--- config.mk ---
export PLATFORM = sky130hd
export DESIGN_NAME = neuron_accum_multi
export DESIGN_NICKNAME = d
export VERILOG_FILES = /design/src/rtl/neuron_accum_pkg.sv /design/src/rtl/neuron_accum_multi_lane.sv /design/src/rtl/neuron_accum_multi.sv
export SDC_FILE = /design/constraint.sdc
export NUM_CORES = 1
export LEC_CHECK = 0
export ABC_AREA = 1
export BUFFER_PORTS_ARGS = -buffer_cell sky130_fd_sc_hd__buf_2
export CORE_UTILIZATION = 45
export CTS_CLUSTER_DIAMETER = 40
export DETAILED_ROUTE_END_ITERATION = 10
export PLACE_DENSITY = 0.71
export REMOVE_ABC_BUFFERS = 1
export SETUP_SLACK_MARGIN = 0.2
export SYNTH_ARGS = -nofsm -noshare
export SYNTH_HDL_FRONTEND = slang
export SYNTH_SLANG_ARGS = --single-unit
--- constraint.sdc ---
create_clock -name iCLK -period 3.9 [get_ports iCLK]
set_input_delay 0.195 -clock iCLK [delete_from_list [all_inputs] [get_ports iCLK]]
set_output_delay 0.195 -clock iCLK [all_outputs]
set_load 0.02 [all_outputs]
--- src/rtl/neuron_accum_pkg.sv ---
// Shared definitions for the multi-lane neuron accumulator: state
// encodings, width helpers and the bit positions of the input beat fields.
package neuron_accum_pkg;

   typedef enum logic {
      G_IDLE,
      G_ACC
   } g_state_t;

   typedef enum logic {
      O_EMPTY,
      O_FULL
   } o_state_t;

   // Width of the mode-dependent control field (sub plus optional shift).
   function automatic int sw_of(input bit rc);
      return rc ? 2 : 1;
   endfunction

   // Lane accumulator width: room for NA full terms plus one shift bit.
   function automatic int aw_of(input int na, input int wd);
      return $clog2(na) + wd + 1;
   endfunction

   // Input beat width: leap, last, control field and all lane weights.
   function automatic int dw_of(input bit rc, input int nb, input int wd);
      return 2 + sw_of(rc) + nb * wd;
   endfunction

   function automatic int idx_leap(input int dw);
      return dw - 1;
   endfunction

   function automatic int idx_last(input int dw);
      return dw - 2;
   endfunction

   function automatic int idx_sub(input int nb, input int wd);
      return nb * wd;
   endfunction

   function automatic int idx_shift(input int nb, input int wd);
      return nb * wd + 1;
   endfunction

endpackage

--- src/rtl/neuron_accum_multi_lane.sv ---
// One accumulator lane: adds or subtracts a zero-extended term each valid
// beat, wrapping or clamping on overflow, and clears when a group closes.
module accum_lane #(
   parameter int AW  = 5,
   parameter int WD  = 2,
   parameter int SAT = 0
) (
   input  logic          iCLK,
   input  logic          iRST,
   input  logic          init,
   input  logic          valid,
   input  logic          sub,
   input  logic [WD:0]   data,
   output logic [AW-1:0] acc,
   output logic          ovf
);

   logic [AW-1:0] acc_q;
   logic [AW-1:0] ext;
   logic [AW:0]   sum;
   logic [AW:0]   diff;

   assign ext = AW'(data);

   // Value of the lane after the current beat, with overflow detection.
   always_comb begin
      sum  = {1'b0, acc_q} + {1'b0, ext};
      diff = {1'b0, acc_q} - {1'b0, ext};
      acc  = acc_q;
      ovf  = 1'b0;
      if (valid) begin
         if (sub) begin
            ovf = diff[AW];
            acc = (diff[AW] && SAT != 0) ? '0 : diff[AW-1:0];
         end else begin
            ovf = sum[AW];
            acc = (sum[AW] && SAT != 0) ? '1 : sum[AW-1:0];
         end
      end
   end

   // Hold the running sum; a closing beat restarts the lane from zero.
   always_ff @(posedge iCLK) begin
      if (iRST || init)
         acc_q <= '0;
      else if (valid)
         acc_q <= acc;
   end

endmodule

--- src/rtl/neuron_accum_multi.sv ---
// Multi-lane neuron accumulator: sums weighted beats across NB lanes into
// groups closed by "last" markers or a leap beat, and presents each group
// result in a single-entry output register with valid/ready handshake.
module neuron_accum_multi
   import neuron_accum_pkg::*;
#(
   parameter int    NA   = 4,
   parameter int    NB   = 4,
   parameter int    WD   = 2,
   parameter int    NI   = 1,
   parameter string MODE = "rc",
   parameter int    SAT  = 0
) (
   input  logic                                     iCLK,
   input  logic                                     iRST,
   input  logic                                     iValid_AS,
   output logic                                     oReady_AS,
   input  logic [2+sw_of(MODE=="rc")+NB*WD-1:0]     iData_AS,
   output logic                                     oValid_BS,
   input  logic                                     iReady_BS,
   output logic [NB*aw_of(NA,WD)-1:0]               oData_BS,
   output logic                                     oLeap_BS,
   output logic                                     oOvf_BS
);

   localparam bit RC = (MODE == "rc");
   localparam int SW = sw_of(RC);
   localparam int AW = aw_of(NA, WD);
   localparam int DW = 2 + SW + NB * WD;
   localparam int LW = $clog2(NI + 1);
   localparam int TW = $clog2(NA + 2);
   localparam logic [LW-1:0] NI_L   = LW'(NI);
   localparam logic [TW-1:0] NA_L   = TW'(NA);
   localparam logic [TW-1:0] TMAX_L = TW'(NA + 1);

   g_state_t g_state, g_next;
   o_state_t o_state, o_next;

   logic          leap, last, sub, shift;
   logic          accept, add_beat, last_close, close, tcnt_ovf, ovf_next;
   logic [LW-1:0] lcnt, lcnt_inc;
   logic [TW-1:0] tcnt;
   logic          ovf_q;
   logic [NB*AW-1:0] lane_acc;
   logic [NB-1:0]    lane_ovf;

   assign leap = iData_AS[idx_leap(DW)];
   assign last = iData_AS[idx_last(DW)];
   assign sub  = iData_AS[idx_sub(NB, WD)];

   if (RC) begin : g_shift
      assign shift = iData_AS[idx_shift(NB, WD)];
   end else begin : g_noshift
      assign shift = 1'b0;
   end

   for (genvar gi = 0; gi < NB; gi++) begin : g_lane
      logic [WD-1:0] w;
      logic [WD:0]   term;
      assign w    = iData_AS[gi*WD +: WD];
      assign term = shift ? {w, 1'b0} : {1'b0, w};
      accum_lane #(.AW(AW), .WD(WD), .SAT(SAT)) u_lane (
         .iCLK  (iCLK),
         .iRST  (iRST),
         .init  (close),
         .valid (add_beat),
         .sub   (sub),
         .data  (term),
         .acc   (lane_acc[gi*AW +: AW]),
         .ovf   (lane_ovf[gi])
      );
   end

   assign oValid_BS = (o_state == O_FULL);
   assign oReady_AS = (o_state != O_FULL) || iReady_BS;

   // Beat acceptance, group-close decision and the group's running ovf flag.
   always_comb begin
      accept     = iValid_AS && oReady_AS;
      add_beat   = accept && !leap;
      lcnt_inc   = lcnt + LW'(1);
      last_close = add_beat && last && (lcnt_inc == NI_L);
      close      = accept && (leap || last_close);
      tcnt_ovf   = add_beat && (tcnt >= NA_L);
      ovf_next   = ovf_q || tcnt_ovf || (|lane_ovf);
   end

   // Next-state logic for the group and output state machines.
   always_comb begin
      g_next = g_state;
      o_next = o_state;
      if (accept)
         g_next = close ? G_IDLE : G_ACC;
      case (o_state)
         O_EMPTY: if (close) o_next = O_FULL;
         O_FULL:  if (!close && iReady_BS) o_next = O_EMPTY;
         default: o_next = O_EMPTY;
      endcase
   end

   // State registers for both machines.
   always_ff @(posedge iCLK) begin
      if (iRST) begin
         g_state <= G_IDLE;
         o_state <= O_EMPTY;
      end else begin
         g_state <= g_next;
         o_state <= o_next;
      end
   end

   // Per-group counters and flag; everything restarts when a group closes.
   always_ff @(posedge iCLK) begin
      if (iRST || close) begin
         lcnt  <= '0;
         tcnt  <= '0;
         ovf_q <= 1'b0;
      end else if (add_beat) begin
         if (last)
            lcnt <= lcnt_inc;
         if (tcnt != TMAX_L)
            tcnt <= tcnt + TW'(1);
         ovf_q <= ovf_next;
      end
   end

   // Output register captures the finished group, including the closing beat.
   always_ff @(posedge iCLK) begin
      if (iRST) begin
         oData_BS <= '0;
         oLeap_BS <= 1'b0;
         oOvf_BS  <= 1'b0;
      end else if (close) begin
         oData_BS <= lane_acc;
         oLeap_BS <= leap;
         oOvf_BS  <= ovf_next;
      end
   end

endmodule

Word level (Yosys, flattened, before mapping)
Index checks and enable logic that the tools add are counted.
{"block": "word_totals", "regBits": 48, "inputBits": 16}
{"block": "op_classes", "addsub": 10, "order_cmp": 1, "n_eq_ne": 1, "mux": 23, "bitwise_logic": 1, "reduce_logical": 17}
{"op": "$mux W5", "n": 8}
{"op": "$add A5 B3 Y6", "n": 4}
{"op": "$sub A5 B3 Y6", "n": 4}
{"op": "$mux W3", "n": 4}
{"op": "$mux W1", "n": 10}
{"op": "$logic_and A1 B1 Y1", "n": 7}
{"op": "$logic_or A1 B1 Y1", "n": 5}
{"op": "$reduce_and A2 Y1", "n": 2}
{"op": "$reduce_or A4 Y1", "n": 1}
{"op": "$add A3 B1 Y3 const B", "n": 1}
{"op": "$ge A3 B3 Y1 const B", "n": 1}
{"op": "$ne A3 B3 Y1 const B", "n": 1}
{"op": "$logic_not A1 Y1", "n": 2}
{"op": "$pmux W1 S2", "n": 1}
{"op": "$add A1 B1 Y1 const B", "n": 1}
{"op": "$not A1 Y1", "n": 1}

Logic depth before layout (Yosys ltp)
{"block": "depth", "ltp_word": 12, "mapped_depth": 15, "ltp_nobuf": 15}

Hierarchy
A second synthesis with hierarchy kept.
{"block": "unflattened", "hier_cells": 519, "hier_area_um2": 3429.5}
{"module": "accum_lane", "n_inst": 4, "cells_per_inst": 78, "area_each_um2": 515.5, "seq_area_each_um2": 100.1}
{"module": "neuron_accum_multi", "n_inst": 1, "cells_per_inst": 207, "area_each_um2": 1367.6, "seq_area_each_um2": 560.5}

Worst setup path after synthesis
No wires, ideal clock.
{"block": "synth_path", "path_type": "input port to flip-flop", "from": "input iData_AS[9]", "to": "register oData_BS[7]", "arrival_ns": 1.757, "path_slack_ns": 2.023, "cell_stages": 9, "path_buffers": 1, "cell_sequence": "clkbuf_1 > nand2_1 > o21ai_0 > inv_1 > fa_1 > o21ai_0 > xor2_1 > mux2i_1 > o21ai_2"}
{"block": "synth_via", "elab_chain_len": 4, "elab_cells_between_ends": 5, "classes_between": "2 x add/sub; 3 x mux"}
{"element": "start: declaration", "line_no": "neuron_accum_multi.sv:18", "source": "input logic [2+sw_of(MODE==\"rc\")+NB*WD-1:0] iData_AS,"}
{"element": "$mux W3 *", "line_no": "neuron_accum_multi.sv:61", "source": "assign term = shift ? {w, 1'b0} : {1'b0, w};"}
{"element": "$add A5 B3 Y6 or $sub A5 B3 Y6 (tied branches)", "line_no": "neuron_accum_multi_lane.sv:27, neuron_accum_multi_lane.sv:28"}
{"element": "$mux W5 *", "line_no": "neuron_accum_multi_lane.sv:32", "source": "if (sub) begin"}
{"element": "$mux W5 *", "line_no": "neuron_accum_multi_lane.sv:31", "source": "if (valid) begin"}
{"element": "end signal: assignment", "line_no": "neuron_accum_multi.sv:134", "source": "oData_BS <= lane_acc;"}
{"element": "end: declaration", "line_no": "neuron_accum_multi.sv:21", "source": "output logic [NB*aw_of(NA,WD)-1:0] oData_BS,"}
Mark *: on every way between the ends. The rest lies on a longest branch, timed or not.
A chain may end at the register's enable or synchronous reset.

Worst setup path in the final report
{"block": "layout_path", "from": "register o_state, in the netlist oValid_BS", "to": "register g_lane[3].u_lane.acc_q[4]"}
{"block": "layout_via", "elab_chain_len": 9, "elab_cells_between_ends": 10, "classes_between": "1 x mux; 1 x bitwise; 8 x reduce/logical"}
{"element": "start: declaration", "line_no": "neuron_accum_multi.sv:37", "source": "o_state_t o_state, o_next;"}
{"element": "start signal: assignment", "line_no": "neuron_accum_multi.sv:108", "source": "o_state <= o_next;"}
{"element": "$not A1 Y1 *"}
{"element": "$logic_or A1 B1 Y1 *", "line_no": "neuron_accum_multi.sv:75", "source": "assign oReady_AS = (o_state != O_FULL) || iReady_BS;"}
{"element": "$logic_and A1 B1 Y1 *", "line_no": "neuron_accum_multi.sv:79", "source": "accept = iValid_AS && oReady_AS;"}
{"element": "$logic_and A1 B1 Y1", "line_no": "neuron_accum_multi.sv:80", "source": "add_beat = accept && !leap;"}
{"element": "$logic_and A1 B1 Y1 (2 in series)", "line_no": "neuron_accum_multi.sv:82", "source": "last_close = add_beat && last && (lcnt_inc == NI_L);"}
{"element": "$logic_or A1 B1 Y1", "line_no": "neuron_accum_multi.sv:83", "source": "close = accept && (leap || last_close);"}
{"element": "$logic_and A1 B1 Y1", "line_no": "neuron_accum_multi.sv:83"}
{"element": "$logic_or A1 B1 Y1", "line_no": "neuron_accum_multi_lane.sv:44", "source": "if (iRST || init)"}
{"element": "end signal: assignment", "line_no": "neuron_accum_multi_lane.sv:45", "source": "acc_q <= '0;"}
{"element": "end signal: assignment", "line_no": "neuron_accum_multi_lane.sv:47", "source": "acc_q <= acc;"}
{"element": "end: declaration", "line_no": "neuron_accum_multi_lane.sv:18", "source": "logic [AW-1:0] acc_q;"}
Marked as above.

==> results.tsv <==
metric	value	unit
track_usage	19.06	%
hp-start	iRST	
tns	0	ns
fin_nets	491	
first_pass_iters	5	
postRouteWirelength	6.165	mm
cts-root-buf	clkbuf_8	
num_rows	29	
viasPerCell	4.857	
cts.sinks	48	
ff2ff_setup_slack	1.54	ns
dp_hpwl	4.302	mm
clk_latency	0.31	ns
final_layout_size_suffix_gt1_share	15.38	%
gp_congestion	0.8496	
die_x	83.21	um
syn_area	2968	sq um
grt_pass1_wl	10.70	mm
synth-edff-count	0	
areaGrowthSynthToFinish	11.47	%
rsz0062_at_grt	false	
postCtsSetupRepairBufs	0	
stdcell_area	3308	sq um
place.port_buffers	39	
drt-initial-drc-count	124	
worstPathCellList	nand2_4 -> nand2_4 -> nor2_8 -> nand2_2 -> o21ai_2 -> nor2_2 -> inv_2 -> a21oi_1	
placed_cell_area	3197	sq um
syn_inst	407	
overflow	0	
period_minus_slack	2.362	ns
antenna_found_initial	0	
cp_max_fo	35	
vias	2521	
hold_violations	0	
wl_per_cell	11.88	um
start_util	46.74	%
cts_max_level	2	
outcome	complete, no violations	
vdd_drop_max	0.1873	mV
hold_end	oLeap_BS$_SDFFE_PP0P_	
fmax	423.3	MHz
relSlewSlack	30.61	%
path_clk_slew	0.10	ns
yosysUniqueCellTypes	28	
syn_avg_cell_area	7.292	sq um
num_io_pins	40	
cts_tree	built	
ys_seq_area_share	32.38	%
grt_max_degree	36	
cp_num_cells	8	
required	4.12	ns
chipHeight	83.21	um
cts_buffer_depth	2	
arrival	2.59	ns
skew	0.01239	ns
drc	0	
instances_no_fill	519	
coreArea	6350	sq um
crit_path_top_delay_cell	nor2_2	
setup_viol	0	
grt_pass1_vias	2412	
crit_buf_inv	1	
r2r_end	g_lane[3].u_lane.acc_q[4]$_SDFFE_PP0N_	
max_slew.worst_pin.slew	1.040	ns
yosys_warnings	0	
post-route-period-util	60.57	%
p_leak	1.690	nW
postSynthRegisterBits	48	
min_path_cells	2	
drv_slew	0	
cts_buffers	5	
antenna_cells	0	
placed_cells	511	
synthFlopType	dfxtp_1	
startpoint	oValid_BS$_SDFF_PP0_	
crit_path_start_kind	register	
hp-class	in -> reg	
power_density	339.0	nW/um^2
timing_worst_setup_path_type	reg -> reg	
rr_worst_depth	8	
cap_violations	0	
fp.dieArea	6924	sq um
async_flop_share	0	%
r2r-start	oValid_BS$_SDFF_PP0_	
ant_nets	0	
crit_top_cell	nand2_4	
cts_resized	0	
ctsHoldBuffers	0	
cpPeakStageDelay	0.79	ns
critical-path-top-delay-family	simple AND/OR/NAND/NOR gates	
end_kind	register	
report_power, final:
part	internal, mW	switching (mW)	total [mW]
combinational	0.0796	0.150	0.230
sequential	0.512	0.0177	0.530
clock	0.190	0.172	0.362
metrics by stage:
step                      util, %  power, mW  worst slack (ns)  hold slack (ns)
final                       52.10      1.122             1.538           0.1681
after detailed placement    50.34     0.7700             1.504           0.4376
after global routing        52.10      1.191             1.256           0.1805
after CTS                   52.10      1.135             1.482           0.1656
after floorplan                 -     0.7047             2.012           0.3073
after global placement      50.34     0.7636             1.595           0.4368
placed cells by master (no fill, tap or decap):
cell type | synthesis | final
bufinv_16 | 0 | 1
clkinv_2 | 0 | 1
ha_1 | 26 | 26
inv_1 | 49 | 49
a21o_1 | 1 | 1
buf_2 | 8 | 39
o31ai_1 | 1 | 1
nor2_4 | 1 | 1
nand2_4 | 2 | 2
xnor2_1 | 1 | 1
nor2_1 | 49 | 49
nand4_1 | 3 | 3
inv_2 | 4 | 4
fa_1 | 8 | 8
mux2i_1 | 4 | 4
nand2_2 | 1 | 1
nor3_1 | 1 | 1
nand3_1 | 22 | 22
o21ai_2 | 11 | 11
clkinvlp_4 | 0 | 1
nand3b_1 | 2 | 2
o21ai_0 | 34 | 34
a21oi_1 | 15 | 15
dfxtp_1 | 48 | 48
clkbuf_8 | 0 | 5
xor2_1 | 8 | 8
nor2_8 | 1 | 1
nor2_2 | 1 | 1
o22ai_1 | 1 | 1
nand2_1 | 101 | 101
cells in the mapped netlist (8+ instances only):
master	count	area share [%]
inv_1	49	6.2
o21ai_2	11	3.2
dfxtp_1	48	32
o21ai_0	34	5.7
ha_1	26	11
buf_2	8	1.3
nand2_1	101	13
xor2_1	8	2.4
nor2_1	49	6.2
a21oi_1	15	2.5
nand3_1	22	3.7
fa_1	8	5.4
worst register-to-register path, delay by kind of cell (launching register included):
family / cells / cell delay (ns)
simple gates: 5 / 1.16
buf+inv: 1 / 0.45
flops: 1 / 0.38
compound gates: 2 / 0.29
final cells by class:
cell class	count	area [sq um]
fill	616	3042
clock buffer	5	68.82
multi-input combinational	294	1745
tap	77	96.34
sequential	48	960.9
clock inverter	3	42.54
timing repair buffer	39	195.2
inverter	53	198.9
flip-flops by register name (all words and copies together) (netlist names):
name and count:
ovf_q 1, g_lane.u_lane.acc_q 20, tcnt 3, lcnt 1, oOvf_BS 1, oValid_BS 1, oLeap_BS 1, oData_BS 20
logic make-up (layout without fill, tap and decap cells):
| logic type | Yosys count | count (layout) | synth area share (%) |
|---|---|---|---|
| adder cells (fa/ha/maj) | 34 | 34 | 16.36 |
| buffers and inverters | 65 | 100 | 8.811 |
| AND/OR/NAND/NOR | 184 | 184 | 26.22 |
| flip-flops | 48 | 48 | 32.38 |
| AO/OA/AOI/OAI | 63 | 63 | 12.23 |
| multiplexers | 4 | 4 | 1.349 |
| XOR/XNOR | 9 | 9 | 2.656 |
per-layer routing:
layer | vias to the layer above | GRT usage [%] | wire, um
met5 | - | 0 | 0
met4 | 0 | 6.426 | 119
met3 | 9 | 3.479 | 142
met2 | 29 | 34.58 | 3058
met1 | 1138 | 22.45 | 2844
li1 | 1345 | - | -
worst max path at each step:
| stage | to | slack [ns] |
|---|---|---|
| global route | g_lane[3].u_lane.acc_q[4]$_SDFFE_PP0N_ | 1.26 |
| detailed placement | g_lane[3].u_lane.acc_q[4]$_SDFFE_PP0N_ | 1.50 |
| CTS | g_lane[3].u_lane.acc_q[4]$_SDFFE_PP0N_ | 1.48 |
| global placement | ovf_q$_SDFFE_PP0N_ | 1.59 |
| floorplan | g_lane[3].u_lane.acc_q[4]$_SDFFE_PP0N_ | 2.01 |
| finish | g_lane[3].u_lane.acc_q[4]$_SDFFE_PP0N_ | 1.54 |
Power figures use the tool's default switching activity.
